**src/rtl/display_arbiter_pkg.sv**
```systemverilog
// Shared types and constants for the display arbiter and its round-robin picker.
package display_arbiter_pkg;

    localparam int DIGITS  = 4;
    localparam int DIGIT_W = 4;
    localparam int DISP_W  = DIGITS * DIGIT_W;

    typedef enum logic [1:0] {
        ST_IDLE = 2'd0,
        ST_HOLD = 2'd1,
        ST_OPEN = 2'd2
    } state_e;

endpackage

```
**src/rtl/display_arbiter_rr_picker.sv**
```systemverilog
// Combinational round-robin picker: first requesting, non-excluded index
// searching last+1 .. last (mod N). Works for any N, not only powers of two.
module rr_picker #(
    parameter int N     = 3,
    parameter int IDX_W = (N > 1) ? $clog2(N) : 1
) (
    input  logic [N-1:0]     req,
    input  logic [N-1:0]     excl,
    input  logic [IDX_W-1:0] last,
    output logic             found,
    output logic [IDX_W-1:0] idx
);

    // Walk the N candidates starting just after 'last'; first hit wins.
    always_comb begin
        int c;
        logic [IDX_W-1:0] ci;
        found = 1'b0;
        idx   = '0;
        c     = 0;
        ci    = '0;
        for (int k = 1; k <= N; k++) begin
            c = int'(last) + k;
            if (c >= N) c = c - N;
            ci = IDX_W'(c);
            if (!found && req[ci] && !excl[ci]) begin
                found = 1'b1;
                idx   = ci;
            end
        end
    end

endmodule

```
**src/rtl/display_arbiter.sv**
```systemverilog
// Shares one 4-digit seven-segment display between N_REQ requesters:
// round-robin grant, each grant held for at least HOLD_TICKS prescaler ticks.
module display_arbiter
    import display_arbiter_pkg::*;
#(
    parameter int N_REQ      = 3,
    parameter int TICK_WIDTH = 16,
    parameter int HOLD_TICKS = 4
) (
    input  logic                      clk,
    input  logic                      reset,
    input  logic [N_REQ-1:0]          req,
    input  logic [DISP_W*N_REQ-1:0]   req_digits,
    input  logic [DIGITS*N_REQ-1:0]   req_points,
    input  logic [DIGITS*N_REQ-1:0]   req_enables,
    output logic [N_REQ-1:0]          grant,
    output logic [DISP_W-1:0]         display,
    output logic [DIGITS-1:0]         points,
    output logic [DIGITS-1:0]         enable_digits,
    output logic                      switch_strobe
);

    localparam int IDX_W = $clog2(N_REQ);
    localparam int HC_W  = $clog2(HOLD_TICKS + 1);
    localparam logic [HC_W-1:0]  HC_LAST = HC_W'(HOLD_TICKS - 1);
    localparam logic [HC_W-1:0]  HC_MAX  = HC_W'(HOLD_TICKS);
    localparam logic [IDX_W-1:0] LAST_RST = IDX_W'(N_REQ - 1);

    state_e                state_q, state_d;
    logic [N_REQ-1:0]      grant_q, grant_d;
    logic [HC_W-1:0]       hold_cnt_q, hold_cnt_d;
    logic [IDX_W-1:0]      rr_last_q, rr_last_d;
    logic [TICK_WIDTH-1:0] prescaler_q, prescaler_d;
    logic [DISP_W-1:0]     display_q, display_d;
    logic [DIGITS-1:0]     points_q, points_d;
    logic [DIGITS-1:0]     enables_q, enables_d;
    logic                  strobe_q, strobe_d;

    logic                  tick;
    logic                  owner_req;
    logic                  pick_found;
    logic [IDX_W-1:0]      pick_idx;
    logic [N_REQ-1:0]      pick_oh;

    assign tick      = &prescaler_q;
    assign owner_req = |(req & grant_q);

    // The current owner is always excluded; in IDLE grant_q is zero so nothing is.
    rr_picker #(.N(N_REQ), .IDX_W(IDX_W)) u_pick (
        .req   (req),
        .excl  (grant_q),
        .last  (rr_last_q),
        .found (pick_found),
        .idx   (pick_idx)
    );

    // One-hot form of the picker result.
    always_comb begin
        pick_oh = '0;
        for (int i = 0; i < N_REQ; i++)
            pick_oh[i] = (pick_idx == IDX_W'(i));
    end

    // Grant FSM: owner drop is checked before the tick so a drop discards it.
    always_comb begin
        state_d    = state_q;
        grant_d    = grant_q;
        hold_cnt_d = hold_cnt_q;
        rr_last_d  = rr_last_q;
        case (state_q)
            ST_IDLE: begin
                if (pick_found) begin
                    grant_d    = pick_oh;
                    hold_cnt_d = '0;
                    rr_last_d  = pick_idx;
                    state_d    = ST_HOLD;
                end
            end
            ST_HOLD: begin
                if (!owner_req) begin
                    if (pick_found) begin
                        grant_d    = pick_oh;
                        hold_cnt_d = '0;
                        rr_last_d  = pick_idx;
                    end else begin
                        grant_d = '0;
                        state_d = ST_IDLE;
                    end
                end else if (tick) begin
                    if (hold_cnt_q != HC_MAX) hold_cnt_d = hold_cnt_q + 1'b1;
                    if (hold_cnt_q == HC_LAST) state_d = ST_OPEN;
                end
            end
            ST_OPEN: begin
                if (pick_found) begin
                    grant_d    = pick_oh;
                    hold_cnt_d = '0;
                    rr_last_d  = pick_idx;
                    state_d    = ST_HOLD;
                end else if (!owner_req) begin
                    grant_d = '0;
                    state_d = ST_IDLE;
                end
            end
            default: begin
                grant_d = '0;
                state_d = ST_IDLE;
            end
        endcase
    end

    // Datapath: live fields of the registered owner, zeros when idle; prescaler and strobe.
    always_comb begin
        display_d   = '0;
        points_d    = '0;
        enables_d   = '0;
        for (int i = 0; i < N_REQ; i++) begin
            if (grant_q[i]) begin
                display_d = display_d | req_digits[DISP_W*i +: DISP_W];
                points_d  = points_d  | req_points[DIGITS*i +: DIGITS];
                enables_d = enables_d | req_enables[DIGITS*i +: DIGITS];
            end
        end
        strobe_d    = (grant_d != grant_q);
        prescaler_d = prescaler_q + 1'b1;
    end

    // State and output registers with synchronous reset.
    always_ff @(posedge clk) begin
        if (reset) begin
            state_q     <= ST_IDLE;
            grant_q     <= '0;
            hold_cnt_q  <= '0;
            rr_last_q   <= LAST_RST;
            prescaler_q <= '0;
            display_q   <= '0;
            points_q    <= '0;
            enables_q   <= '0;
            strobe_q    <= 1'b0;
        end else begin
            state_q     <= state_d;
            grant_q     <= grant_d;
            hold_cnt_q  <= hold_cnt_d;
            rr_last_q   <= rr_last_d;
            prescaler_q <= prescaler_d;
            display_q   <= display_d;
            points_q    <= points_d;
            enables_q   <= enables_d;
            strobe_q    <= strobe_d;
        end
    end

    assign grant         = grant_q;
    assign display       = display_q;
    assign points        = points_q;
    assign enable_digits = enables_q;
    assign switch_strobe = strobe_q;

endmodule

```
**config.mk**
```make
export PLATFORM = sky130hd
export DESIGN_NAME = display_arbiter
export DESIGN_NICKNAME = d
export VERILOG_FILES = /design/src/rtl/display_arbiter_pkg.sv /design/src/rtl/display_arbiter_rr_picker.sv /design/src/rtl/display_arbiter.sv
export SDC_FILE = /design/constraint.sdc
export NUM_CORES = 1
export LEC_CHECK = 0
export ABC_AREA = 1
export CORE_MARGIN = 2
export CORE_UTILIZATION = 39
export DETAILED_ROUTE_END_ITERATION = 16
export GPL_TIMING_DRIVEN = 0
export PLACE_DENSITY = 0.75
export SLEW_MARGIN = 10
export SYNTH_ARGS = -nofsm -noshare
export SYNTH_HDL_FRONTEND = slang
export SYNTH_SLANG_ARGS = --single-unit
```
**constraint.sdc**
```tcl
create_clock -name clk -period 2.04 [get_ports clk]
set_input_delay 0.408 -clock clk [delete_from_list [all_inputs] [get_ports clk]]
set_output_delay 0.408 -clock clk [all_outputs]
set_load 0.01 [all_outputs]
```
# After elaboration in Yosys (flattened, before gate mapping)
# Cells that the tools add are included.
# word_totals
regBits	51
inputBits	77
out_inout_bits	28
# classes
n_addsub	8
n_lt_le_gt_ge	6
eq_ne	14
muxes	52
bitwise	7
n_reduce_logical	19
# ops
op	count
16-bit 2-to-1 mux	3
16-bit bitwise OR	2
2-bit 2-to-1 mux	15
3-bit 2-to-1 mux	9
4-bit 2-to-1 mux	6
3-bit != test, second input constant	6
16-bit by 1-bit adder with 16-bit output, second input constant	1
4-bit bitwise OR	4
16-bit AND reduction	1
1-bit binary-select mux with 2-bit select	6
3-bit by 2-bit >= comparator with 1-bit output, second input constant	3
2-bit by 3-bit < comparator with 1-bit output, second input constant	3
1-bit 2-to-1 mux	9
3-bit case mux with 3 select lines	1
2-bit by 2-bit adder with 3-bit output, second input constant	2
2-bit case mux with 3 select lines	1
3-bit case mux with 2 select lines	1
2-bit by 1-bit subtractor with 2-bit output, second input constant	3
1-bit logical AND	5
1-bit zero test	5
5-bit AND reduction	1
2-bit by 1-bit == test with 1-bit output, second input constant	2
2-bit == test, second input constant	2
2-bit zero test	2
other kinds (12)	13

# Logic depth before layout (Yosys ltp)
# Gate-level depths: netlist of the first run.
# depth
ltp_word	21
mapped_depth	16
ltp_nobuf	16

# Cells and area by module
# Synthesis of the first run repeated with hierarchy kept, for this count alone.
# unflattened
cells_unflattened	456
area_unflattened_um2	2920.3
# by_module_without_submodules
mod	n_inst	cells_each	area_per_inst_um2
display_arbiter	1	403	2615.0
rr_picker	1	53	305.3

# Worst setup path after synthesis of the first run
# OpenSTA, ideal clock, no wires.
# synth_timing
path_kind	register to register
start	reg rr_last_q[0]
end	reg strobe_q, in the netlist switch_strobe
setup_time_ns	0.134
arrival_time_ns	1.884
setup_slack_ns	0.022
stages_incl_launch_ff	14
path_buffers	1
synth_period_minus_slack_ns	2.018
path_cell_list	dfxtp_1 -> inv_1 -> ha_1 -> clkbuf_2 -> inv_1 -> nand2_1 -> nand3_2 -> nand2_1 -> nor2_2 -> o21ai_2 -> o21ai_1 -> o21ai_0 -> nor2_1 -> a21oi_1
# synth_between
elab_chain_cells	21
word_cells_on_any_way	49
cone_classes	add/sub (6); order compare (3); eq/ne (3); mux (26); reduce/logical (11)
# synth_rtl
item	line	source
from (decl)	display_arbiter.sv:32	logic [IDX_W-1:0] rr_last_q, rr_last_d;
from (signal assigned)	display_arbiter.sv:144	rr_last_q <= rr_last_d;
2-bit by 1-bit adder with 3-bit output	display_arbiter_rr_picker.sv:23	c = int'(last) + k;
3-bit by 2-bit >= comparator with 1-bit output / 2-bit by 1-bit subtractor with 2-bit output (equally long branches)	display_arbiter_rr_picker.sv:24	if (c >= N) c = c - N;
2-bit 2-to-1 mux	display_arbiter_rr_picker.sv:24	
1-bit binary-select mux with 2-bit select	display_arbiter_rr_picker.sv:26	if (!found && req[ci] && !excl[ci]) begin
1-bit 2-to-1 mux (not written as such)	display_arbiter_rr_picker.sv:26	
1-bit zero test	display_arbiter_rr_picker.sv:26	
1-bit logical AND	display_arbiter_rr_picker.sv:26	
1-bit 2-to-1 mux	display_arbiter_rr_picker.sv:26	
(+4 left out)	--	
1-bit zero test	display_arbiter_rr_picker.sv:26	
1-bit logical AND (2 in series)	display_arbiter_rr_picker.sv:26	
2-bit 2-to-1 mux	display_arbiter_rr_picker.sv:26	
2-bit by 1-bit == test with 1-bit output (tied with other cells)	display_arbiter.sv:61	pick_oh[i] = (pick_idx == IDX_W'(i));
3-bit 2-to-1 mux	display_arbiter.sv:81	if (pick_found) begin
3-bit 2-to-1 mux	display_arbiter.sv:80	if (!owner_req) begin
3-bit case mux with 3 select lines *	display_arbiter.sv:70	case (state_q)
3-bit != test *	display_arbiter.sv:124	strobe_d = (grant_d != grant_q);
to (signal assigned)	display_arbiter.sv:149	strobe_q <= strobe_d;
to (decl)	display_arbiter.sv:37	logic strobe_q, strobe_d;
# Every way passes the cells marked *; elsewhere a longest branch is shown, timed or not. The select of a mux whose other input is x is not followed.
# A chain may end at the register's enable or synchronous reset.

# Worst setup path after layout of the first run
# Same ends and word-level chain as after synthesis.

==> impl_metrics.toml, run 1 <==
[global_route]
grt_overflow = 0
grt_start_max_net_pins = 16
grt_pass1_wl_mm = 11.00
track_usage = 0.1859
vias_in_the_first_global_route = 2606
number_of_antenna_violations_at_the_first_check_in_global_routing = 0

[run]
cap_viol_max_count = 0

[floorplan]
initial_utilization = 0.4056
design.portCount = 105
die_height_um = 85.49
die_w_um = 85.49
core_area_mm2 = 0.006386
placement_rows = 29
fp.dieArea_mm2 = 0.007309

[drt]
remaining_drc_errors = 0
wl_mm = 6.642
vias = 2764
drt_first_pass_iters = 4
via_density = 4.701
post_drt_wl_per_cell_um = 11.30
drtAntennaViolNets = 0
first_iter_violations = 92

[sta]
hold_slack_ns = 0.4340
timing.final.max_slew_violations = 0
relSlewSlack = 0.6545
setup_viol_count_final = 0
clock-skew-final_ns = 0.007315
fmax_mhz = 519.9
final_hold_viol_count = 0
period_minus_slack_ns = 1.923
layout_worst_path_cycle_share = 0.9428
slew_at_the_pin_closest_to_its_max_slew_limit_ns = 0.5182

[yosys]
post-synth-top-area-fraction = 0.3942
synth_cell_types = 31
syn_area_mm2 = 0.002590
netlist_instances = 397
synthTopCellsByArea = "sky130_fd_sc_hd__dfxtp_1, sky130_fd_sc_hd__nand2_1, sky130_fd_sc_hd__inv_1"
syn_avg_cell_area_um2 = 6.524
synthesis.nets = 481
synth_largest_area_cell = "sky130_fd_sc_hd__dfxtp_1"
synth-warning-count = 0
yosys_register_bits = 51
portion_of_the_post_synthesis_area_used_by_sequential_elements = 0.3942

[finish]
final_core_util = 0.6105
final_nets = 594
layout_commonest_cell = "sky130_fd_sc_hd__nand2_1"
post_layout_nonfiller_instances = 588
n_antenna_cell = 0
layout-drive-gt1-share = 0.08219
mostFrequentLayoutCells = "sky130_fd_sc_hd__nand2_1, sky130_fd_sc_hd__clkdlybuf4s50_1, sky130_fd_sc_hd__inv_1"
fill_cells = 587
area.growth.synth_to_final_pct = 50.53
final_design_area_no_fill_mm2 = 0.003899

[setup_path]
cp-end-kind = "flip-flop"
timing.critical_path.arrival_ns = 2.10
startpoint_type = "flip-flop"
worstRegToRegCells = 14
critical_path.slowest_cell = "sky130_fd_sc_hd__dfxtp_4"
cpPeakStageDelay_ns = 0.36
worst-endpoint-required_ns = 2.21
crit-reg2reg-capture = "switch_strobe$_SDFF_PP0_"
worst-r2r-setup-slack_ns = 0.12
criticalPathCategory = "reg2reg"
critical_path.cell_chain = "inv_2 -> ha_4 -> inv_1 -> nand2_1 -> nand3_2 -> nand2_2 -> nor2_4 -> o21ai_4 -> nand2_2 -> inv_1 -> nand2_2 -> o21ai_0 -> nor2_1 -> a21oi_1"
crit-reg2reg-launch = "rr_last_q[0]$_SDFFE_PP0P_"
critical_path.max_fanout = 8
critPathMostFrequentCell = "sky130_fd_sc_hd__nand2_2"

[worst_hold_path]
holdCritPathClass = "reg2reg"
holdPathEnd = "prescaler_q[0]$_SDFF_PP0_"
min_path_cells = 1
worst_hold_startpoint = "prescaler_q[0]$_SDFF_PP0_"

[clocking]
htreeDepth = 2
cts_hold_repair.buffers = 0
clock_latency_ns = 0.31
numCtsBuffers = 5
tritoncts = "yes"
cts-root-buf = "sky130_fd_sc_hd__clkbuf_8"
maximum_count_of_clock_buffers_along_a_single_path = 2
clkSinkCount = 51
cts.clk_slew.worst_paths_ns = 0.09

[pwr]
fin_total_pwr_uw = 3604
p_leak_uw = 0.001773
power.density_cell_area_mw_per_mm2 = 924.5
vdd_drop_max_mv = 0.4532

[place]
post-place-cells = 577
hpwlAfterDp_mm = 5.156
placedInstanceArea_mm2 = 0.003717
port_buffers = 103
gp_congestion = 0.8940

[outcome]
outcome = "finished clean"
## critical path, delay by kind of cell (launching register included)
family	cells	cell delay (ns)
fa+ha+maj	1	0.23
buf+inv	3	0.24
simple gates	7	0.71
flops	1	0.36
compound gates	3	0.26
## through the flow
step	setup WS, ns	TNS (ns)
after detailed placement	-0.3157	-1.592
after global placement	-0.2294	-0.7648
after floorplan	0.02181	0
after global routing	-0.006677	-0.006677
after CTS	0.05152	0
final	0.1166	0
## cell usage after synthesis
cell                         n
sky130_fd_sc_hd__nand2_1   136
sky130_fd_sc_hd__inv_1      62
sky130_fd_sc_hd__dfxtp_1    51
sky130_fd_sc_hd__nand3_1    37
sky130_fd_sc_hd__nor2_1     25
sky130_fd_sc_hd__a21oi_1    15
sky130_fd_sc_hd__o21ai_0    12
sky130_fd_sc_hd__clkbuf_1   11
sky130_fd_sc_hd__ha_1        7
sky130_fd_sc_hd__nor3_1      7
sky130_fd_sc_hd__nand4_1     5
sky130_fd_sc_hd__nand2_2     4
sky130_fd_sc_hd__buf_4       3
sky130_fd_sc_hd__nor2_4      3
sky130_fd_sc_hd__a31oi_1     2
sky130_fd_sc_hd__nand3_2     2
sky130_fd_sc_hd__a211oi_1    1
sky130_fd_sc_hd__a21oi_2     1
sky130_fd_sc_hd__and3_1      1
sky130_fd_sc_hd__clkbuf_2    1
sky130_fd_sc_hd__clkinv_1    1
sky130_fd_sc_hd__inv_2       1
sky130_fd_sc_hd__nor2_2      1
sky130_fd_sc_hd__nor3_2      1
sky130_fd_sc_hd__nor4_1      1
sky130_fd_sc_hd__o211ai_1    1
sky130_fd_sc_hd__o21ai_1     1
sky130_fd_sc_hd__o21ai_2     1
sky130_fd_sc_hd__o41ai_1     1
sky130_fd_sc_hd__or2_1       1
sky130_fd_sc_hd__xnor2_1     1
## timing repair
item / in CTS / in global routing
gates resized for setup: 8 / 12
buffers inserted: 0 / 4
endpoints found under the setup margin: 11 / 10
pin swaps: 1 / 5
## how the worst max path moves through the flow
stage	end	slack, ns	start	depth (start not counted)
CTS	switch_strobe$_SDFF_PP0_	0.05	rr_last_q[0]$_SDFFE_PP0P_	14
detailed placement	switch_strobe$_SDFF_PP0_	-0.32	rr_last_q[0]$_SDFFE_PP0P_	13
global route	switch_strobe$_SDFF_PP0_	-0.007	rr_last_q[0]$_SDFFE_PP0P_	14
global placement	switch_strobe$_SDFF_PP0_	-0.23	rr_last_q[0]$_SDFFE_PP0P_	13
floorplan	switch_strobe$_SDFF_PP0_	0.02	rr_last_q[0]$_SDFFE_PP0P_	13
finish	switch_strobe$_SDFF_PP0_	0.12	rr_last_q[0]$_SDFFE_PP0P_	14
## report_power, final
group / internal [uW] / switching (uW)
clock: 279 / 340
combinational: 787 / 943
sequential: 1190 / 68.2
total: 2250 / 1350
## flip-flops by register name, summed over array words and instances, names as in the netlist
name,cells
switch_strobe,1
points,4
display,16
hold_cnt_q,3
state_q,2
grant,3
rr_last_q,2
prescaler_q,16
enable_digits,4
## cell families after synthesis
logic type | Yosys count | synth area share
AO/OA/AOI/OAI | 35 | 0.07488
XOR/XNOR | 1 | 0.003382
adder cells (fa/ha/maj) | 7 | 0.03381
buffers and inverters | 79 | 0.1193
flip-flops | 51 | 0.3942
AND/OR/NAND/NOR | 224 | 0.3744
## layout make-up
class | count | area [um2] | share of cell area
Sequential cell | 51 | 1028 | 0.2638
Tap cell | 77 | 96.34 | 0.02471
Multi-Input combinational cell | 267 | 1314 | 0.3370
Buffer | 14 | 63.81 | 0.01637
Timing Repair Buffer | 107 | 1061 | 0.2721
Inverter | 64 | 240.2 | 0.06162
Clock inverter | 1 | 8.758 | 0.002246
Clock buffer | 7 | 86.33 | 0.02214
## metal layers
layer  GRT usage  up-vias  routed length (um)
met5           0        -                   0
met4     0.05772        0                  85
met3     0.06256        7                 584
met2      0.3359       90                3270
met1      0.2053     1210                2701
li1            -     1457                   -
Power figures use the tool's default switching activity.
==> run 2: changes to the inputs <==
--- a/config.mk
+++ b/config.mk
@@ -6,7 +6,7 @@
 export NUM_CORES = 1
 export LEC_CHECK = 0
 export ABC_AREA = 1
-export CORE_MARGIN = 2
+export ABC_CLOCK_PERIOD_IN_PS = 2040
 export CORE_UTILIZATION = 39
 export DETAILED_ROUTE_END_ITERATION = 16
 export GPL_TIMING_DRIVEN = 0
==> run 2 against run 1 <==
Compared with the run above: non-clock buffer count decreased by 3; largest power group unchanged; wire length decreased by 2.7%; critical path type unchanged; design area decreased by 0.48%; total power decreased by 0.60%.
==> impl_metrics.toml, run 2 (same netlist as run 1, synthesis figures left out) <==
[place]
gp_congestion = 0.8115
hpwlAfterDp_mm = 5.035
placedInstanceArea_mm2 = 0.003717
port_buffers = 103

[clocking]
maximum_count_of_clock_buffers_along_a_single_path = 2
numCtsBuffers = 5
cts_hold_repair.buffers = 0
cts-root-buf = "sky130_fd_sc_hd__clkbuf_8"
htreeDepth = 2
clock_latency_ns = 0.30
cts.clk_slew.worst_paths_ns = 0.09
tritoncts = "yes"
clkSinkCount = 51

[worst_hold_path]
worst_hold_startpoint = "prescaler_q[0]$_SDFF_PP0_"
holdCritPathClass = "reg2reg"

[sta]
setup_viol_count_final = 0
clock-skew-final_ns = 0.01161
timing.final.max_slew_violations = 0
relSlewSlack = 0.6638
slew_at_the_pin_closest_to_its_max_slew_limit_ns = 0.5043
fmax_mhz = 524.9
rsz_0062_raised_after_global_routing = "false"
period_minus_slack_ns = 1.905
final_hold_viol_count = 0
layout_worst_path_cycle_share = 0.9339

[drt]
drt_first_pass_iters = 4
remaining_drc_errors = 0
vias = 2731
wl_mm = 6.461
first_iter_violations = 78
drtAntennaViolNets = 0
post_drt_wl_per_cell_um = 11.06
via_density = 4.676

[pwr]
power.density_cell_area_mw_per_mm2 = 923.4
vdd_drop_max_mv = 0.5169
p_leak_uw = 0.001751
fin_total_pwr_uw = 3583

[global_route]
grt_start_max_net_pins = 16
grt_pass1_wl_mm = 10.84
vias_in_the_first_global_route = 2585
track_usage = 0.1908
number_of_antenna_violations_at_the_first_check_in_global_routing = 0
grt_overflow = 0

[setup_path]
worst-endpoint-required_ns = 2.21
critical_path.slowest_cell = "sky130_fd_sc_hd__dfxtp_4"
cpPeakStageDelay_ns = 0.40
crit-reg2reg-launch = "rr_last_q[0]$_SDFFE_PP0P_"
timing.critical_path.arrival_ns = 2.08
crit_path_start = "rr_last_q[0]$_SDFFE_PP0P_"
critical_path.cell_chain = "inv_2 -> ha_4 -> nand2_1 -> nand3_2 -> nand2_2 -> nor2_4 -> o21ai_4 -> o21ai_2 -> o21ai_0 -> nor2_1 -> a21oi_1"
critical_path.max_fanout = 8
startpoint_type = "flip-flop"
criticalPathCategory = "reg2reg"
cp-end-kind = "flip-flop"

[floorplan]
die_height_um = 83.49
design.portCount = 105
initial_utilization = 0.4056
core_area_mm2 = 0.006386
placement_rows = 29
fp.dieArea_mm2 = 0.006971
die_w_um = 83.49

[finish]
layout_commonest_cell = "sky130_fd_sc_hd__nand2_1"
final_design_area_no_fill_mm2 = 0.003880
mostFrequentLayoutCells = "sky130_fd_sc_hd__nand2_1, sky130_fd_sc_hd__clkdlybuf4s50_1, sky130_fd_sc_hd__inv_1"
n_antenna_cell = 0
fill_cells = 594
area.growth.synth_to_final_pct = 49.81
final_nets = 591
layout-drive-gt1-share = 0.08679

[outcome]
outcome = "finished clean"

[run]
cap_viol_max_count = 0
## run 2: changes by cell type in the layout (fill, tap and decap cells not counted), moves of 2 or more
cell                     change
sky130_fd_sc_hd__inv_2       +3
sky130_fd_sc_hd__inv_1       -3
sky130_fd_sc_hd__nor3_1      -2
sky130_fd_sc_hd__buf_4       -3
sky130_fd_sc_hd__nor3_2      +2
## run 2: where the power goes
part | internal (uW) | switching (uW) | total [uW]
registers | 1190 | 73.2 | 1260
clock network | 235 | 318 | 553
logic | 817 | 952 | 1770
total | 2240 | 1340 | 3580
## run 2: cell type report
| type | count | area (um2) | share of cell area |
|---|---|---|---|
| multi-input cells | 267 | 1331 | 0.3431 |
| inverters | 64 | 240.2 | 0.06192 |
| well taps | 77 | 96.34 | 0.02483 |
| repair buffers | 104 | 1039 | 0.2677 |
| clock inverters | 2 | 13.76 | 0.003547 |
| plain buffers | 14 | 63.81 | 0.01645 |
| clock buffers | 5 | 68.82 | 0.01774 |
| flip-flops and latches | 51 | 1027 | 0.2648 |
## run 2: what timing repair did
item                                    CTS  global route
resized for setup                         8            19
pin swaps                                 1             8
endpoints found under the hold margin     0             0
endpoints found under the setup margin   11             8
buffers inserted                          0             1
## run 2: worst paths after layout
kind	end	slack, ns	cells after the start
worst max-delay path	switch_strobe$_SDFF_PP0_	0.13	11
worst min-delay path	prescaler_q[0]$_SDFF_PP0_	0.45	1
worst max register to register	switch_strobe$_SDFF_PP0_	0.13	11
worst min register to register	prescaler_q[0]$_SDFF_PP0_	0.45	1
## run 2: per-stage QoR
stage	TNS [ns]	hold WS (ns)	instances	util	worst slack, ns
global placement	-0.9704	0.4447	577	0.5821	-0.2769
finish	0	0.4540	584	0.6076	0.1348
CTS	0	0.4859	583	0.5989	0.07056
global route	0	0.4738	584	0.6076	0.004098
floorplan	0	0.4295	397	-	0.02181
detailed placement	-1.227	0.4727	577	0.5821	-0.2743
## run 2: worst max-delay path, delay by kind of cell, from the launching register on
family	cells	cell delay, ns
buf+inv	1	0.07
compound gates	4	0.48
simple gates	5	0.50
flops	1	0.40
fa+ha+maj	1	0.33
## run 2: layer usage
layer	global-route usage	wire length, um	vias to the layer above
met2	0.3577	3168	79
met1	0.2093	2733	1198
li1	-	-	1447
met4	0.05239	91	0
met3	0.05341	466	7
met5	0	0	-
==> run 3: changes to the inputs <==
--- a/config.mk
+++ b/config.mk
@@ -6,11 +6,12 @@
 export NUM_CORES = 1
 export LEC_CHECK = 0
 export ABC_AREA = 1
-export ABC_CLOCK_PERIOD_IN_PS = 2040
-export CORE_UTILIZATION = 39
+export ABC_CLOCK_PERIOD_IN_PS = 2300
+export CORE_UTILIZATION = 47
+export CTS_CLUSTER_SIZE = 16
 export DETAILED_ROUTE_END_ITERATION = 16
 export GPL_TIMING_DRIVEN = 0
-export PLACE_DENSITY = 0.75
+export PLACE_DENSITY = 0.85
 export SLEW_MARGIN = 10
 export SYNTH_ARGS = -nofsm -noshare
 export SYNTH_HDL_FRONTEND = slang
==> constraint.sdc (replaced) <==
create_clock -name clk -period 2.3 [get_ports clk]
set_input_delay 0.23 -clock clk [delete_from_list [all_inputs] [get_ports clk]]
set_output_delay 0.23 -clock clk [all_outputs]
set_load 0.01 [all_outputs]
==> run 3 against run 2 <==
Compared with the run above: design area fell by 0.90%; critical path depth increased by 2; largest power group unchanged; critical endpoint unchanged; clock power fell by 2%; sequential cell count is the same.
==> impl_metrics.toml, run 3 (same netlist as run 1, synthesis figures left out) <==
[clocking]
maximum_count_of_clock_buffers_along_a_single_path = 2
cts.clk_slew.worst_paths_ns = 0.09
htreeDepth = 2
numCtsBuffers = 5
clkSinkCount = 51
tritoncts = "yes"
clock_latency_ns = 0.30
cts-root-buf = "sky130_fd_sc_hd__clkbuf_8"

[place]
gp_congestion = 0.8558
hpwlAfterDp_mm = 5.400
port_buffers = 103

[setup_path]
critical_path.slowest_cell = "sky130_fd_sc_hd__dfxtp_4"
startpoint_type = "flip-flop"
critical_path.max_fanout = 8
cp-end-kind = "flip-flop"
crit-reg2reg-launch = "rr_last_q[0]$_SDFFE_PP0P_"
crit_path_start = "rr_last_q[0]$_SDFFE_PP0P_"
timing.critical_path.arrival_ns = 2.32
critical_path.cell_chain = "inv_1 -> ha_1 -> clkbuf_4 -> nand2_1 -> inv_1 -> nor3_1 -> o21ai_4 -> nand2_2 -> inv_1 -> nand2_1 -> o21ai_0 -> nor2_1 -> a21oi_1"
criticalPathCategory = "reg2reg"
path_delay_family = "simple AND/OR/NAND/NOR gates"
worst-endpoint-required_ns = 2.47
critPathMostFrequentCell = "sky130_fd_sc_hd__inv_1"
cpPeakStageDelay_ns = 0.36
critical_path_buffer_and_inverter_count = 4

[drt]
post_drt_wl_per_cell_um = 12.11
drtAntennaViolNets = 0
first_iter_violations = 135
wl_mm = 7.001
via_density = 4.879
remaining_drc_errors = 0
drt_first_pass_iters = 5
vias = 2820

[finish]
layout_commonest_cell = "sky130_fd_sc_hd__nand2_1"
final_nets = 592
area.growth.synth_to_final_pct = 48.45
n_antenna_cell = 0
layout-drive-gt1-share = 0.06496
mostFrequentLayoutCells = "sky130_fd_sc_hd__nand2_1, sky130_fd_sc_hd__clkdlybuf4s50_1, sky130_fd_sc_hd__inv_1"
fill_cells = 445

[global_route]
grt_pass1_wl_mm = 11.16
grt_overflow = 0
grt_start_max_net_pins = 16
vias_in_the_first_global_route = 2661
track_usage = 0.2394
number_of_antenna_violations_at_the_first_check_in_global_routing = 0

[sta]
slew_at_the_pin_closest_to_its_max_slew_limit_ns = 0.4783
layout_worst_path_cycle_share = 0.9317
final_hold_viol_count = 0
relSlewSlack = 0.6782
hold_slack_ns = 0.3211
timing.final.max_slew_violations = 0
rsz_0062_raised_after_global_routing = "false"
fmax_mhz = 466.7
clock-skew-final_ns = 0.004546
setup_viol_count_final = 0
period_minus_slack_ns = 2.143

[floorplan]
placement_rows = 26
initial_utilization = 0.4976
fp.dieArea_mm2 = 0.005812
die_w_um = 76.24
design.portCount = 105
core_area_mm2 = 0.005205
die_height_um = 76.24

[pwr]
p_leak_uw = 0.001759
fin_total_pwr_uw = 3166
vdd_drop_max_mv = 0.3680
power.density_cell_area_mw_per_mm2 = 823.5

[worst_hold_path]
worst_hold_startpoint = "reset"
holdCritPathClass = "in2reg"

[run]
cap_viol_max_count = 0

[outcome]
outcome = "finished clean"
==> run 3: area by class of cell <==
class | count | area [um2] | area share
Buffer | 15 | 71.32 | 0.01855
Clock buffer | 6 | 82.58 | 0.02148
Clock inverter | 1 | 8.758 | 0.002278
Inverter | 64 | 240.2 | 0.06248
Multi-Input combinational cell | 267 | 1291 | 0.3358
Sequential cell | 51 | 1025 | 0.2665
Tap cell | 70 | 87.58 | 0.02278
Timing Repair Buffer | 104 | 1039 | 0.2701
==> run 3: final timing paths <==
| path | slack [ns] | end | cells after the start |
|---|---|---|---|
| max | 0.16 | switch_strobe$_SDFF_PP0_ | 13 |
| min reg2reg | 0.49 | prescaler_q[0]$_SDFF_PP0_ | 1 |
| max reg2reg | 0.16 | switch_strobe$_SDFF_PP0_ | 13 |
| min | 0.32 | prescaler_q[8]$_SDFF_PP0_ | 2 |
==> run 3: metrics by stage <==
step	util	cell area, um2	setup slack, ns	instances	TNS (ns)
after CTS	0.7310	3805	0.05098	577	0
after detailed placement	0.7125	3709	-0.05585	570	-0.05585
after global routing	0.7387	3845	0.0009852	578	0
after floorplan	-	2590	0.2818	397	0
final	0.7387	3845	0.1571	578	0
after global placement	0.7125	3709	0.04707	570	0
==> run 3: timing repair <==
action	CTS	global route
hold buffers	0	0
endpoints found under the setup margin	1	5
pin swaps	0	1
resized for setup	2	10
setup buffers	0	1
hold endpoints to repair	0	0
==> run 3: routing by layer <==
layer	vias to the layer above	GRT usage	wire length, um
met5	-	0	0
met4	0	0.08269	102
met3	13	0.1042	671
met2	98	0.4369	3495
met1	1263	0.2405	2731
li1	1446	-	-
==> run 3: power by group <==
group / total, uW / internal (uW) / switching, uW
registers: 1110 / 1050 / 62.2
logic: 1510 / 673 / 840
clock network: 540 / 243 / 297
total: 3170 / 1970 / 1200
